**config.mk**
```make
export PLATFORM = sky130hd
export DESIGN_NAME = mc_controller_flat
export DESIGN_NICKNAME = d
export VERILOG_FILES = /design/src/rtl/mc_pkg.sv /design/src/rtl/mc_if.sv /design/src/rtl/mc_aludec.sv /design/src/rtl/mc_controller.sv /design/src/flat_wrapper.sv
export SDC_FILE = /design/constraint.sdc
export NUM_CORES = 1
export LEC_CHECK = 0
export ABC_AREA = 1
export CORE_ASPECT_RATIO = 0.5
export CORE_MARGIN = 4
export CORE_UTILIZATION = 45
export CTS_CLUSTER_DIAMETER = 30
export DETAILED_ROUTE_END_ITERATION = 10
export PLACE_DENSITY_LB_ADDON = 0.2
export SETUP_SLACK_MARGIN = 0.5
export SYNTH_ARGS = -nofsm -noshare
export SYNTH_HDL_FRONTEND = slang
export SYNTH_SLANG_ARGS = --single-unit
```
**constraint.sdc**
```tcl
create_clock -name i_clk -period 2.3 [get_ports i_clk]
set_clock_uncertainty 0.2 [all_clocks]
set_input_delay 0.46 -clock i_clk [delete_from_list [all_inputs] [get_ports i_clk]]
set_output_delay 0.46 -clock i_clk [all_outputs]
set_load 0.005 [all_outputs]
```
**src/rtl/mc_pkg.sv**
```systemverilog
// Shared types and encodings for the multicycle MIPS control unit.
// MC_JAL_EN adds the JALEX state used by jal.
package mc_pkg;

    typedef enum logic [3:0] {
        S_FETCH,
        S_DECODE,
        S_MEMADR,
        S_MEMRD,
        S_MEMWB,
        S_MEMWR,
        S_RTYPEEX,
        S_RTYPEWB,
        S_BREX,
        S_IMMEX,
        S_IMMWB,
        S_JEX,
`ifdef MC_JAL_EN
        S_JALEX,
`endif
        S_FAULT
    } state_t;

    typedef enum logic [2:0] {
        CLS_NONE,
        CLS_ADD,
        CLS_SUB,
        CLS_RTYPE,
        CLS_IMM
    } alu_cls_t;

    localparam logic [5:0] OP_RTYPE = 6'b000000;
    localparam logic [5:0] OP_J     = 6'b000010;
    localparam logic [5:0] OP_JAL   = 6'b000011;
    localparam logic [5:0] OP_BEQ   = 6'b000100;
    localparam logic [5:0] OP_BNE   = 6'b000101;
    localparam logic [5:0] OP_ADDI  = 6'b001000;
    localparam logic [5:0] OP_SLTI  = 6'b001010;
    localparam logic [5:0] OP_ANDI  = 6'b001100;
    localparam logic [5:0] OP_ORI   = 6'b001101;
    localparam logic [5:0] OP_LW    = 6'b100011;
    localparam logic [5:0] OP_SW    = 6'b101011;

    localparam logic [5:0] F_ADD = 6'b100000;
    localparam logic [5:0] F_SUB = 6'b100010;
    localparam logic [5:0] F_AND = 6'b100100;
    localparam logic [5:0] F_OR  = 6'b100101;
    localparam logic [5:0] F_XOR = 6'b100110;
    localparam logic [5:0] F_SLT = 6'b101010;

    localparam logic [2:0] ALU_AND = 3'b000;
    localparam logic [2:0] ALU_OR  = 3'b001;
    localparam logic [2:0] ALU_ADD = 3'b010;
    localparam logic [2:0] ALU_XOR = 3'b011;
    localparam logic [2:0] ALU_SUB = 3'b110;
    localparam logic [2:0] ALU_SLT = 3'b111;

    localparam logic [1:0] REGDST_RT = 2'b00;
    localparam logic [1:0] REGDST_RD = 2'b01;
    localparam logic [1:0] REGDST_RA = 2'b10;

    localparam logic [1:0] M2R_ALU = 2'b00;
    localparam logic [1:0] M2R_MEM = 2'b01;
    localparam logic [1:0] M2R_PC  = 2'b10;

    localparam logic [1:0] SRCB_B     = 2'b00;
    localparam logic [1:0] SRCB_FOUR  = 2'b01;
    localparam logic [1:0] SRCB_IMM   = 2'b10;
    localparam logic [1:0] SRCB_IMMSH = 2'b11;

    localparam logic [1:0] PCSRC_ALU    = 2'b00;
    localparam logic [1:0] PCSRC_ALUOUT = 2'b01;
    localparam logic [1:0] PCSRC_JUMP   = 2'b10;

endpackage

```
**src/rtl/mc_if.sv**
```systemverilog
// Control-unit bundle: instruction fields and flags in, datapath/memory controls out.
interface mc_if #(
    parameter int CNT_W = 32
);
    logic [5:0]       op;
    logic [5:0]       funct;
    logic             zero;
    logic             mem_ready;
    logic             mem_req;
    logic             pcen;
    logic             memwrite;
    logic             irwrite;
    logic             regwrite;
    logic             alusrca;
    logic             iord;
    logic             extop;
    logic [1:0]       regdst;
    logic [1:0]       memtoreg;
    logic [1:0]       alusrcb;
    logic [1:0]       pcsrc;
    logic [2:0]       alucontrol;
    logic             fault;
    logic [CNT_W-1:0] instret;

    modport master (
        input  op, funct, zero, mem_ready,
        output mem_req, pcen, memwrite, irwrite, regwrite, alusrca, iord, extop,
               regdst, memtoreg, alusrcb, pcsrc, alucontrol, fault, instret
    );

    modport slave (
        output op, funct, zero, mem_ready,
        input  mem_req, pcen, memwrite, irwrite, regwrite, alusrca, iord, extop,
               regdst, memtoreg, alusrcb, pcsrc, alucontrol, fault, instret
    );
endinterface

```
**src/rtl/mc_aludec.sv**
```systemverilog
// ALU decoder: maps the state's ALU class plus op/funct to alucontrol and extop.
// o_legal drops for an unknown funct (R-type) or opcode (immediate class).
module mc_aludec
    import mc_pkg::*;
(
    input  alu_cls_t   i_cls,
    input  logic [5:0] i_op,
    input  logic [5:0] i_funct,
    output logic [2:0] o_alucontrol,
    output logic       o_extop,
    output logic       o_legal
);

    always_comb begin
        o_alucontrol = ALU_AND;
        o_extop      = 1'b0;
        o_legal      = 1'b1;
        case (i_cls)
            CLS_ADD: o_alucontrol = ALU_ADD;
            CLS_SUB: o_alucontrol = ALU_SUB;
            CLS_RTYPE: begin
                case (i_funct)
                    F_ADD:   o_alucontrol = ALU_ADD;
                    F_SUB:   o_alucontrol = ALU_SUB;
                    F_AND:   o_alucontrol = ALU_AND;
                    F_OR:    o_alucontrol = ALU_OR;
                    F_XOR:   o_alucontrol = ALU_XOR;
                    F_SLT:   o_alucontrol = ALU_SLT;
                    default: o_legal      = 1'b0;
                endcase
            end
            CLS_IMM: begin
                case (i_op)
                    OP_ADDI: o_alucontrol = ALU_ADD;
                    OP_ANDI: begin
                        o_alucontrol = ALU_AND;
                        o_extop      = 1'b1;
                    end
                    OP_ORI: begin
                        o_alucontrol = ALU_OR;
                        o_extop      = 1'b1;
                    end
                    OP_SLTI: o_alucontrol = ALU_SLT;
                    default: o_legal      = 1'b0;
                endcase
            end
            default: ;
        endcase
    end

endmodule

```
**src/rtl/mc_controller.sv**
```systemverilog
// Multicycle MIPS control unit with memory handshake, wait-state watchdog and
// retired-instruction counter. Define MC_JAL_EN to build the jal (JALEX) path.
//
// state    | meaning
// FETCH    | read instruction, PC+4; waits on mem_ready
// DECODE   | branch target precompute, dispatch on op
// MEMADR   | effective address for lw/sw
// MEMRD    | data read; waits on mem_ready
// MEMWB    | load writeback
// MEMWR    | data write; waits on mem_ready
// RTYPEEX  | R-type ALU op
// RTYPEWB  | R-type writeback to rd
// BREX     | beq/bne compare and conditional PC load
// IMMEX    | immediate ALU op
// IMMWB    | immediate writeback to rt
// JEX      | jump
// JALEX    | jump and link to r31
// FAULT    | sticky error, held until reset
module mc_controller
    import mc_pkg::*;
#(
    parameter int MAX_WAIT = 15,
    parameter int CNT_W    = 32
) (
    input  logic  i_clk,
    input  logic  i_reset,
    mc_if.master  io_bus
);

    localparam int                WAIT_W    = $clog2(MAX_WAIT + 1);
    localparam logic [WAIT_W-1:0] WAIT_LAST = WAIT_W'(MAX_WAIT - 1);

    state_t            r_state;
    state_t            w_next;
    logic [WAIT_W-1:0] r_wait;
    logic [CNT_W-1:0]  r_instret;
    alu_cls_t          w_cls;
    logic [2:0]        w_alucontrol;
    logic              w_extop;
    logic              w_legal;
    logic              w_mem_wait;
    logic              w_wait_hit;

    // Completion in the cycle the count would reach MAX_WAIT wins over the fault.
    assign w_wait_hit = (r_wait == WAIT_LAST);

    mc_aludec u_aludec (
        .i_cls        (w_cls),
        .i_op         (io_bus.op),
        .i_funct      (io_bus.funct),
        .o_alucontrol (w_alucontrol),
        .o_extop      (w_extop),
        .o_legal      (w_legal)
    );

    assign io_bus.alucontrol = w_alucontrol;
    assign io_bus.extop      = w_extop;
    assign io_bus.instret    = r_instret;

    always_ff @(posedge i_clk) begin
        if (!i_reset) begin
            r_state   <= S_FETCH;
            r_wait    <= '0;
            r_instret <= '0;
        end else begin
            r_state <= w_next;
            if (w_next != r_state) begin
                r_wait <= '0;
            end else if (w_mem_wait) begin
                r_wait <= r_wait + 1'b1;
            end
            if ((w_next == S_FETCH) && (r_state != S_FETCH)) begin
                r_instret <= r_instret + 1'b1;
            end
        end
    end

    always_comb begin
        w_next            = r_state;
        w_mem_wait        = 1'b0;
        w_cls             = CLS_NONE;
        io_bus.mem_req    = 1'b0;
        io_bus.pcen       = 1'b0;
        io_bus.memwrite   = 1'b0;
        io_bus.irwrite    = 1'b0;
        io_bus.regwrite   = 1'b0;
        io_bus.alusrca    = 1'b0;
        io_bus.iord       = 1'b0;
        io_bus.regdst     = REGDST_RT;
        io_bus.memtoreg   = M2R_ALU;
        io_bus.alusrcb    = SRCB_B;
        io_bus.pcsrc      = PCSRC_ALU;
        io_bus.fault      = 1'b0;
        case (r_state)
            S_FETCH: begin
                io_bus.mem_req = 1'b1;
                io_bus.alusrcb = SRCB_FOUR;
                w_cls          = CLS_ADD;
                if (io_bus.mem_ready) begin
                    io_bus.irwrite = 1'b1;
                    io_bus.pcen    = 1'b1;
                    w_next         = S_DECODE;
                end else begin
                    w_mem_wait = 1'b1;
                    if (w_wait_hit) w_next = S_FAULT;
                end
            end
            S_DECODE: begin
                io_bus.alusrcb = SRCB_IMMSH;
                w_cls          = CLS_ADD;
                case (io_bus.op)
                    OP_LW, OP_SW:                      w_next = S_MEMADR;
                    OP_RTYPE:                          w_next = S_RTYPEEX;
                    OP_BEQ, OP_BNE:                    w_next = S_BREX;
                    OP_ADDI, OP_ANDI, OP_ORI, OP_SLTI: w_next = S_IMMEX;
                    OP_J:                              w_next = S_JEX;
`ifdef MC_JAL_EN
                    OP_JAL:                            w_next = S_JALEX;
`endif
                    default:                           w_next = S_FAULT;
                endcase
            end
            S_MEMADR: begin
                io_bus.alusrca = 1'b1;
                io_bus.alusrcb = SRCB_IMM;
                w_cls          = CLS_ADD;
                w_next         = (io_bus.op == OP_LW) ? S_MEMRD : S_MEMWR;
            end
            S_MEMRD: begin
                io_bus.mem_req = 1'b1;
                io_bus.iord    = 1'b1;
                if (io_bus.mem_ready) begin
                    w_next = S_MEMWB;
                end else begin
                    w_mem_wait = 1'b1;
                    if (w_wait_hit) w_next = S_FAULT;
                end
            end
            S_MEMWB: begin
                io_bus.regwrite = 1'b1;
                io_bus.memtoreg = M2R_MEM;
                io_bus.regdst   = REGDST_RT;
                w_next          = S_FETCH;
            end
            S_MEMWR: begin
                io_bus.mem_req  = 1'b1;
                io_bus.iord     = 1'b1;
                io_bus.memwrite = 1'b1;
                if (io_bus.mem_ready) begin
                    w_next = S_FETCH;
                end else begin
                    w_mem_wait = 1'b1;
                    if (w_wait_hit) w_next = S_FAULT;
                end
            end
            S_RTYPEEX: begin
                io_bus.alusrca = 1'b1;
                io_bus.alusrcb = SRCB_B;
                w_cls          = CLS_RTYPE;
                w_next         = w_legal ? S_RTYPEWB : S_FAULT;
            end
            S_RTYPEWB: begin
                io_bus.regwrite = 1'b1;
                io_bus.regdst   = REGDST_RD;
                w_next          = S_FETCH;
            end
            S_BREX: begin
                io_bus.alusrca = 1'b1;
                io_bus.pcsrc   = PCSRC_ALUOUT;
                w_cls          = CLS_SUB;
                io_bus.pcen    = (io_bus.op == OP_BNE) ? ~io_bus.zero : io_bus.zero;
                w_next         = S_FETCH;
            end
            S_IMMEX: begin
                io_bus.alusrca = 1'b1;
                io_bus.alusrcb = SRCB_IMM;
                w_cls          = CLS_IMM;
                w_next         = w_legal ? S_IMMWB : S_FAULT;
            end
            S_IMMWB: begin
                io_bus.regwrite = 1'b1;
                io_bus.regdst   = REGDST_RT;
                w_cls           = CLS_IMM;
                w_next          = S_FETCH;
            end
            S_JEX: begin
                io_bus.pcsrc = PCSRC_JUMP;
                io_bus.pcen  = 1'b1;
                w_next       = S_FETCH;
            end
`ifdef MC_JAL_EN
            S_JALEX: begin
                io_bus.pcsrc    = PCSRC_JUMP;
                io_bus.pcen     = 1'b1;
                io_bus.regwrite = 1'b1;
                io_bus.regdst   = REGDST_RA;
                io_bus.memtoreg = M2R_PC;
                w_next          = S_FETCH;
            end
`endif
            S_FAULT: io_bus.fault = 1'b1;
            default: w_next = S_FAULT;
        endcase
    end

endmodule

```
**src/flat_wrapper.sv**
```systemverilog
// flat-port wrapper written by rule: the top's interface ports become plain ports
module mc_controller_flat import mc_pkg::*;
#(
    parameter int MAX_WAIT = 15,
    parameter int CNT_W    = 32
)
  (i_clk, i_reset, io_bus_op, io_bus_funct, io_bus_zero, io_bus_mem_ready, io_bus_mem_req, io_bus_pcen, io_bus_memwrite, io_bus_irwrite, io_bus_regwrite, io_bus_alusrca, io_bus_iord, io_bus_extop, io_bus_regdst, io_bus_memtoreg, io_bus_alusrcb, io_bus_pcsrc, io_bus_alucontrol, io_bus_fault, io_bus_instret);
  mc_if #(.CNT_W(CNT_W)) io_bus_i ();
  input  logic i_clk;
  input  logic i_reset;
  input wire logic [$bits(io_bus_i.op)-1:0] io_bus_op;
  input wire logic [$bits(io_bus_i.funct)-1:0] io_bus_funct;
  input wire logic [$bits(io_bus_i.zero)-1:0] io_bus_zero;
  input wire logic [$bits(io_bus_i.mem_ready)-1:0] io_bus_mem_ready;
  output wire logic [$bits(io_bus_i.mem_req)-1:0] io_bus_mem_req;
  output wire logic [$bits(io_bus_i.pcen)-1:0] io_bus_pcen;
  output wire logic [$bits(io_bus_i.memwrite)-1:0] io_bus_memwrite;
  output wire logic [$bits(io_bus_i.irwrite)-1:0] io_bus_irwrite;
  output wire logic [$bits(io_bus_i.regwrite)-1:0] io_bus_regwrite;
  output wire logic [$bits(io_bus_i.alusrca)-1:0] io_bus_alusrca;
  output wire logic [$bits(io_bus_i.iord)-1:0] io_bus_iord;
  output wire logic [$bits(io_bus_i.extop)-1:0] io_bus_extop;
  output wire logic [$bits(io_bus_i.regdst)-1:0] io_bus_regdst;
  output wire logic [$bits(io_bus_i.memtoreg)-1:0] io_bus_memtoreg;
  output wire logic [$bits(io_bus_i.alusrcb)-1:0] io_bus_alusrcb;
  output wire logic [$bits(io_bus_i.pcsrc)-1:0] io_bus_pcsrc;
  output wire logic [$bits(io_bus_i.alucontrol)-1:0] io_bus_alucontrol;
  output wire logic [$bits(io_bus_i.fault)-1:0] io_bus_fault;
  output wire logic [$bits(io_bus_i.instret)-1:0] io_bus_instret;
  assign io_bus_i.op = io_bus_op;
  assign io_bus_i.funct = io_bus_funct;
  assign io_bus_i.zero = io_bus_zero;
  assign io_bus_i.mem_ready = io_bus_mem_ready;
  assign io_bus_mem_req = io_bus_i.mem_req;
  assign io_bus_pcen = io_bus_i.pcen;
  assign io_bus_memwrite = io_bus_i.memwrite;
  assign io_bus_irwrite = io_bus_i.irwrite;
  assign io_bus_regwrite = io_bus_i.regwrite;
  assign io_bus_alusrca = io_bus_i.alusrca;
  assign io_bus_iord = io_bus_i.iord;
  assign io_bus_extop = io_bus_i.extop;
  assign io_bus_regdst = io_bus_i.regdst;
  assign io_bus_memtoreg = io_bus_i.memtoreg;
  assign io_bus_alusrcb = io_bus_i.alusrcb;
  assign io_bus_pcsrc = io_bus_i.pcsrc;
  assign io_bus_alucontrol = io_bus_i.alucontrol;
  assign io_bus_fault = io_bus_i.fault;
  assign io_bus_instret = io_bus_i.instret;
  mc_controller #(.MAX_WAIT(MAX_WAIT), .CNT_W(CNT_W)) u_core (.i_clk(i_clk), .i_reset(i_reset), .io_bus(io_bus_i));
endmodule
```
; ---- Word level (Yosys, flattened, before mapping)
; Index checks and enable logic that the tools add are counted.
[totals]
in_bits = 16
word_cells = 93
out_inout_bits = 52
regBits = 40
[classes]
bitwise = 2
n_reduce_logical = 19
addsub = 2
eq_ne = 33
muxes = 34
[ops]
columns = op, n
row1 = "== test 6 bit, second input constant", 8
row2 = case mux 4 bit (9 select lines), 1
row3 = "adder 32 x 1 -> 32 bit, second input constant", 1
row4 = "== test 4 bit, second input constant", 6
row5 = "== test 6 x 4 -> 1 bit, second input constant", 4
row6 = case mux 3 bit (4 select lines), 2
row7 = 2-to-1 mux 4 bit, 5
row8 = case mux 4 bit (5 select lines), 1
row9 = 2-to-1 mux 1 bit, 17
row10 = "== test 4 x 3 -> 1 bit, second input constant", 4
row11 = case mux 3 bit (5 select lines), 1
row12 = OR reduction 2 bit, 7
row13 = "== test 6 x 3 -> 1 bit, second input constant", 2
row14 = case mux 3 bit (3 select lines), 1
row15 = OR reduction 3 bit, 3
row16 = "== test 4 x 2 -> 1 bit, second input constant", 2
row17 = logical NOT 4 bit, 2
row18 = OR reduction 4 bit, 2
row19 = "== test 3 x 2 -> 1 bit, second input constant", 2
row20 = "== test 6 x 2 -> 1 bit, second input constant", 1
row21 = logical NOT 6 bit, 1
row22 = 2-to-1 mux 3 bit, 2
row23 = case mux 2 bit (3 select lines), 1
row24 = OR reduction 6 bit, 1
row25 = other kinds (12), 13

; ---- Longest topological paths before layout
[logic_depth]
word_depth = 9
ltp_mapped = 15
ltp_nobuf = 15

; ---- Modules after synthesis
; From an unflattened synthesis, not the netlist that was laid out.
[hier_totals]
hier_cells = 571
area_unflattened_um2 = 3358.2
[modules_own_cells]
columns = module, cells_per_inst, area_each_um2, seq_area_each_um2, n_inst
row1 = mc_controller, 511, 3105.5, 800.8, 1
row2 = mc_aludec, 60, 252.7, 0.0, 1

; ---- Least setup slack after synthesis
; No wires, ideal clock.
[synth_timing]
path_kind = input-to-reg
startpoint = input io_bus_op[5]
endpoint = register u_core.r_instret[22] (netlist: u_core.io_bus.instret[22])
cell_stages = 11
setup_ns = 0.132
n_path_buf = 1
arrival_ns = 1.803
slack_ns = 0.164
required_time_ns = 1.968
cell_sequence = nor2_1 -> nand3_1 -> nor2_1 -> nor2_4 -> nand3_2 -> nand3_2 -> nor2_8 -> nand2_4 -> buf_6 -> nand2_1 -> a21oi_1
[synth_between]
elab_chain_cells = 8
elab_cells_between_ends = 22
cone_classes = 9 x eq/ne / 7 x mux / 6 x reduce/logical
[synth_lines]
columns = element, line_no
row1 = "start, declared", flat_wrapper.sv:11  ; input wire logic [$bits(io_bus_i.op)-1:0] io_bus_op;
row2 = == test 6 x 4 -> 1 bit, "mc_aludec.sv:33, mc_controller.sv:111"
row3 = OR reduction 4 bit (no line), n/a
row4 = 2-to-1 mux 1 bit, mc_aludec.sv:33  ; case (i_op)
row5 = case mux 1 bit (2 select lines), mc_aludec.sv:18  ; case (i_cls)
row6 = 2-to-1 mux 4 bit / 2-to-1 mux 3 bit (equally long branches), "mc_controller.sv:160, mc_controller.sv:178"
row7 = case mux 4 bit (9 select lines) (*), mc_controller.sv:94  ; case (r_state)
row8 = logical NOT 4 bit (*), mc_controller.sv:72  ; if ((w_next == S_FETCH) && (r_state != S_FETCH)) begin
row9 = logical AND 1 bit (*), mc_controller.sv:72
row10 = "end signal, assigned", mc_controller.sv:73  ; r_instret <= r_instret + 1'b1;
row11 = "end, declared", mc_controller.sv:36  ; logic [CNT_W-1:0] r_instret;
; Mark *: on every way between the ends. The rest lies on a longest branch, timed or not.
; A chain may end at the register's enable or synchronous reset.

; ---- Final worst setup path
[layout_timing]
startpoint = register u_core.r_state[1]
endpoint = register u_core.r_instret[11] (netlist: u_core.io_bus.instret[11])
[layout_between]
elab_chain_cells = 9
elab_cells_between_ends = 30
cone_classes = 14 x eq/ne / 9 x mux / 7 x reduce/logical
[layout_lines]
columns = element, line_no
row1 = "start, declared", mc_controller.sv:33  ; state_t r_state;
row2 = "start signal, assigned", mc_controller.sv:66  ; r_state <= w_next;
row3 = == test 4 x 2 -> 1 bit (tied with other cells), mc_controller.sv:94
row4 = OR reduction 3 bit (no line) / OR reduction 2 bit (equally long branches), n/a
row5 = case mux 3 bit (4 select lines), mc_controller.sv:94
row6 = == test 3 bit / == test 3 x 2 -> 1 bit (equally long branches), mc_aludec.sv:18
row7 = case mux 1 bit (2 select lines), mc_aludec.sv:18
row8 = 2-to-1 mux 4 bit / 2-to-1 mux 3 bit (equally long branches), "mc_controller.sv:160, mc_controller.sv:178"
row9 = case mux 4 bit (9 select lines), mc_controller.sv:94
row10 = logical NOT 4 bit, mc_controller.sv:72
row11 = logical AND 1 bit (*), mc_controller.sv:72
; Marked as above.

==> impl_metrics.csv <==
group,metric,value,unit
layout,multi_input_area,2680,sq um
yosys,synth-simple-area-share,44.3,%
grt,grt_use_total,27.6,%
min_path,min_to,"u_core.io_bus.instret[31]",
routing,wl_per_cell,18.5,microns
yosys,synth-compound-area-share,8.46,%
die,io_pins,68,
die,die_y,66.7,microns
layout,post_route_cells_drive_above_1_share,50.4,%
cts,cts.sinks,40,
setup_path,ff2ff_path_depth,16,
cts,cts_buffers,5,
timing,fin_hold_ws,0.293,ns
grt,grt_pass1_vias,3994,
yosys,synth.most_common_cell,"nand2_1",
grt,antenna_found_initial,0,
cts,clk_transition_reported_paths,0.06,ns
setup_path,critPathMaxFanout,5,
min_path,min-delay-start,"u_core.io_bus.instret[31]",
outcome,violations,"negative setup slack",
grt,grt_max_degree,21,
yosys,synth_area_per_cell,6.21,sq um
yosys,synth_mux_area_share,0,%
routing,dr.pass1.iters,6,
routing,ant_nets,0,
setup_path,r2r_start,"u_core.r_state[1]",
setup_path,worstReg2RegEnd,"u_core.io_bus.instret[11]",
layout,syn_to_final_growth,88.6,%
yosys,synth_cell_type_count,32,
yosys,netlist_area,3100,sq um
yosys,synth_edf_count,0,
routing,drt_iter0_drc,494,
layout,nFillCells,344,
die,start_util,46.3,%
grt,grt_pass1_wl,18.7,mm
cts,h-tree-depth,2,
yosys,ys_ff_latch,40,
cts,root_buffer,"clkbuf_16",
timing,setup_viol,33,
setup_path,cp-start-kind,"flop",
die,die-area,8370,sq um
yosys,ys_seq_area_share,25.8,%
placement,io_buffers,65,
setup_path,required,2.30,ns
outcome,outcome,"finished, violations left",
cts,clock_path_buffers,2,
die,coreArea,6700,sq um
timing,finalCritPeriodShare,107,%
placement,place_hpwl,7.28,mm
yosys,synth_common_cells,"nand2_1 (124), nand3_1 (65), nor2_1 (64)",
yosys,netlist.top_cell.by_area,"dfxtp_1",
setup_path,end_kind,"flop",
cts,ctsHoldBuffers,0,
timing,slew_violations,0,
timing,rsz0062_at_grt,"true",
cts,clk-insertion-delay-late,0.29,ns
yosys,synth_fa_ha_area_share,1.21,%
routing,remaining_drc_errors,0,
placement,dp_cells,696,
power_and_ir_drop,static-leakage-power,2.74,nW
power_and_ir_drop,powerDensity,478,nW/um^2
yosys,async_reset_ff_share,0,%
timing,layout_min_cycle_time,2.46,ns
power_and_ir_drop,vdd_drop_max,0.325,mV
grt,overflow,0,
layout,seq_area,911,sq um
placement,gp_congestion,0.973,
yosys,yosys_warnings,0,
routing,via_per_inst,5.84,
yosys,ys.flop_type,"dfxtp_1",
yosys,synth_top_family_by_area,"simple AND/OR/NAND/NOR gates",
yosys,syn_inst,500,
min_path,hp-class,"flop to flop",
yosys,synth_xor_area_share,9.31,%
timing,hold_viol_final,0,
setup_path,path_class,"flop to flop",
power_and_ir_drop,fin_total_pwr,2.80,mW
timing,fmax,406,MHz
setup_path,rrSetupSlack,-0.16,ns
min_path,holdPathStages,2,
layout,final_util,87.4,%
routing,routed_wl,14.2,mm
routing,vias,4482,
layout,num_antenna_cells,0,
cts,cts_tree,"yes",
yosys,yosysTopAreaCellShare,25.8,%
die,fp-row-count,21,
die,die_x,125,microns
layout,final_cells,767,
flow_run,cap_violations,0,
timing,timing.final.ws_setup,-0.164,ns
yosys,synth_area_leaders,"dfxtp_1 (26%), nand2_1 (15%), nand3_1 (10%)",
setup_path,worstPathArrival,2.46,ns
layout,layout.nets,693,
==> registers in the layout (all words and copies together) (netlist names) <==
name / cells
u_core.io_bus.instret: 32
u_core.r_state: 4
u_core.r_wait: 4
==> cells in the final DEF (no fill, tap or decap), types with 23 or more instances in the layout <==
master          n
dfxtp_4        27
buf_6          32
nand2_2        30
nand2_1        84
nor2_1         44
nand3_1        35
dlygate4sd2_1  33
nand3_2        26
inv_1          33
a21oi_2        23
buf_4          73
==> metal layers <==
metal	up-vias	track usage, %	share of wire (%)
met1	2109	33.2	38
li1	1988	-	-
met4	0	8.24	4.5
met3	80	6.73	8.9
met2	305	49.7	49
met5	-	0	0
==> kinds of logic after synthesis <==
kind of cell | count (synthesis)
other | 1
adder cells (fa/ha/maj) | 3
AO/OA/AOI/OAI | 48
AND/OR/NAND/NOR | 303
flip-flops | 40
buffers and inverters | 72
XOR/XNOR | 33
==> worst max path at each step <==
stage	start	to	slack [ns]	cells past startpoint
3_3_place_gp	io_bus_op[5]	io_bus_pcen	-0.51	7
3_5_place_dp	io_bus_op[5]	io_bus_pcen	-0.54	7
5_1_grt	u_core.r_state[1]	u_core.io_bus.instret[11]	-0.23	16
4_1_cts	io_bus_op[5]	io_bus_pcen	0.004	7
6_report	u_core.r_state[1]	u_core.io_bus.instret[11]	-0.16	16
2_1_floorplan	u_core.r_wait[0]	u_core.io_bus.instret[22]	0.36	13
==> critical path, stage by stage (launching register included) <==
cell	delay, ns
dfxtp_4	0.41
inv_6	0.06
nor2_4	0.20
nand2_2	0.11
buf_6	0.14
nand3_4	0.07
nand2_4	0.06
nor2_4	0.14
nand2_2	0.08
nand2_4	0.07
nand2_4	0.07
nor2_8	0.10
buf_6	0.12
buf_6	0.12
clkbuf_16	0.16
nand3_2	0.06
a21oi_1	0.19
==> per-stage QoR <==
step	setup WS (ns)	instance area [sq um]	TNS [ns]
6_report	-0.164	5860	-1.58
5_1_grt	-0.232	5860	-5.63
4_1_cts	0.00431	5340	0
3_5_place_dp	-0.542	4330	-18.98
3_3_place_gp	-0.506	4330	-17.77
2_1_floorplan	0.355	3230	0
==> what timing repair did <==
action	CTS	global route
gates cloned	5	4
buffers inserted	39	15
setup endpoints to repair	90	61
pin swaps	55	55
gates resized for setup	276	94
==> final cells by class <==
cell class,count,area share (%)
tap,92,1.97
timing repair buffer,181,30.4
inverter,54,3.85
multi-input combinational,392,45.7
clock buffer,7,2.44
clock inverter,1,0.128
sequential,40,15.6
==> where the power goes <==
group | internal, mW | leakage (nW) | switching (mW)
clock network | 0.432 | 0.0701 | 0.293
logic | 0.666 | 2.32 | 0.695
registers | 0.683 | 0.348 | 0.0292
total | 1.78 | 2.74 | 1.02
Note: power is estimated with default switching activity, not from simulation.
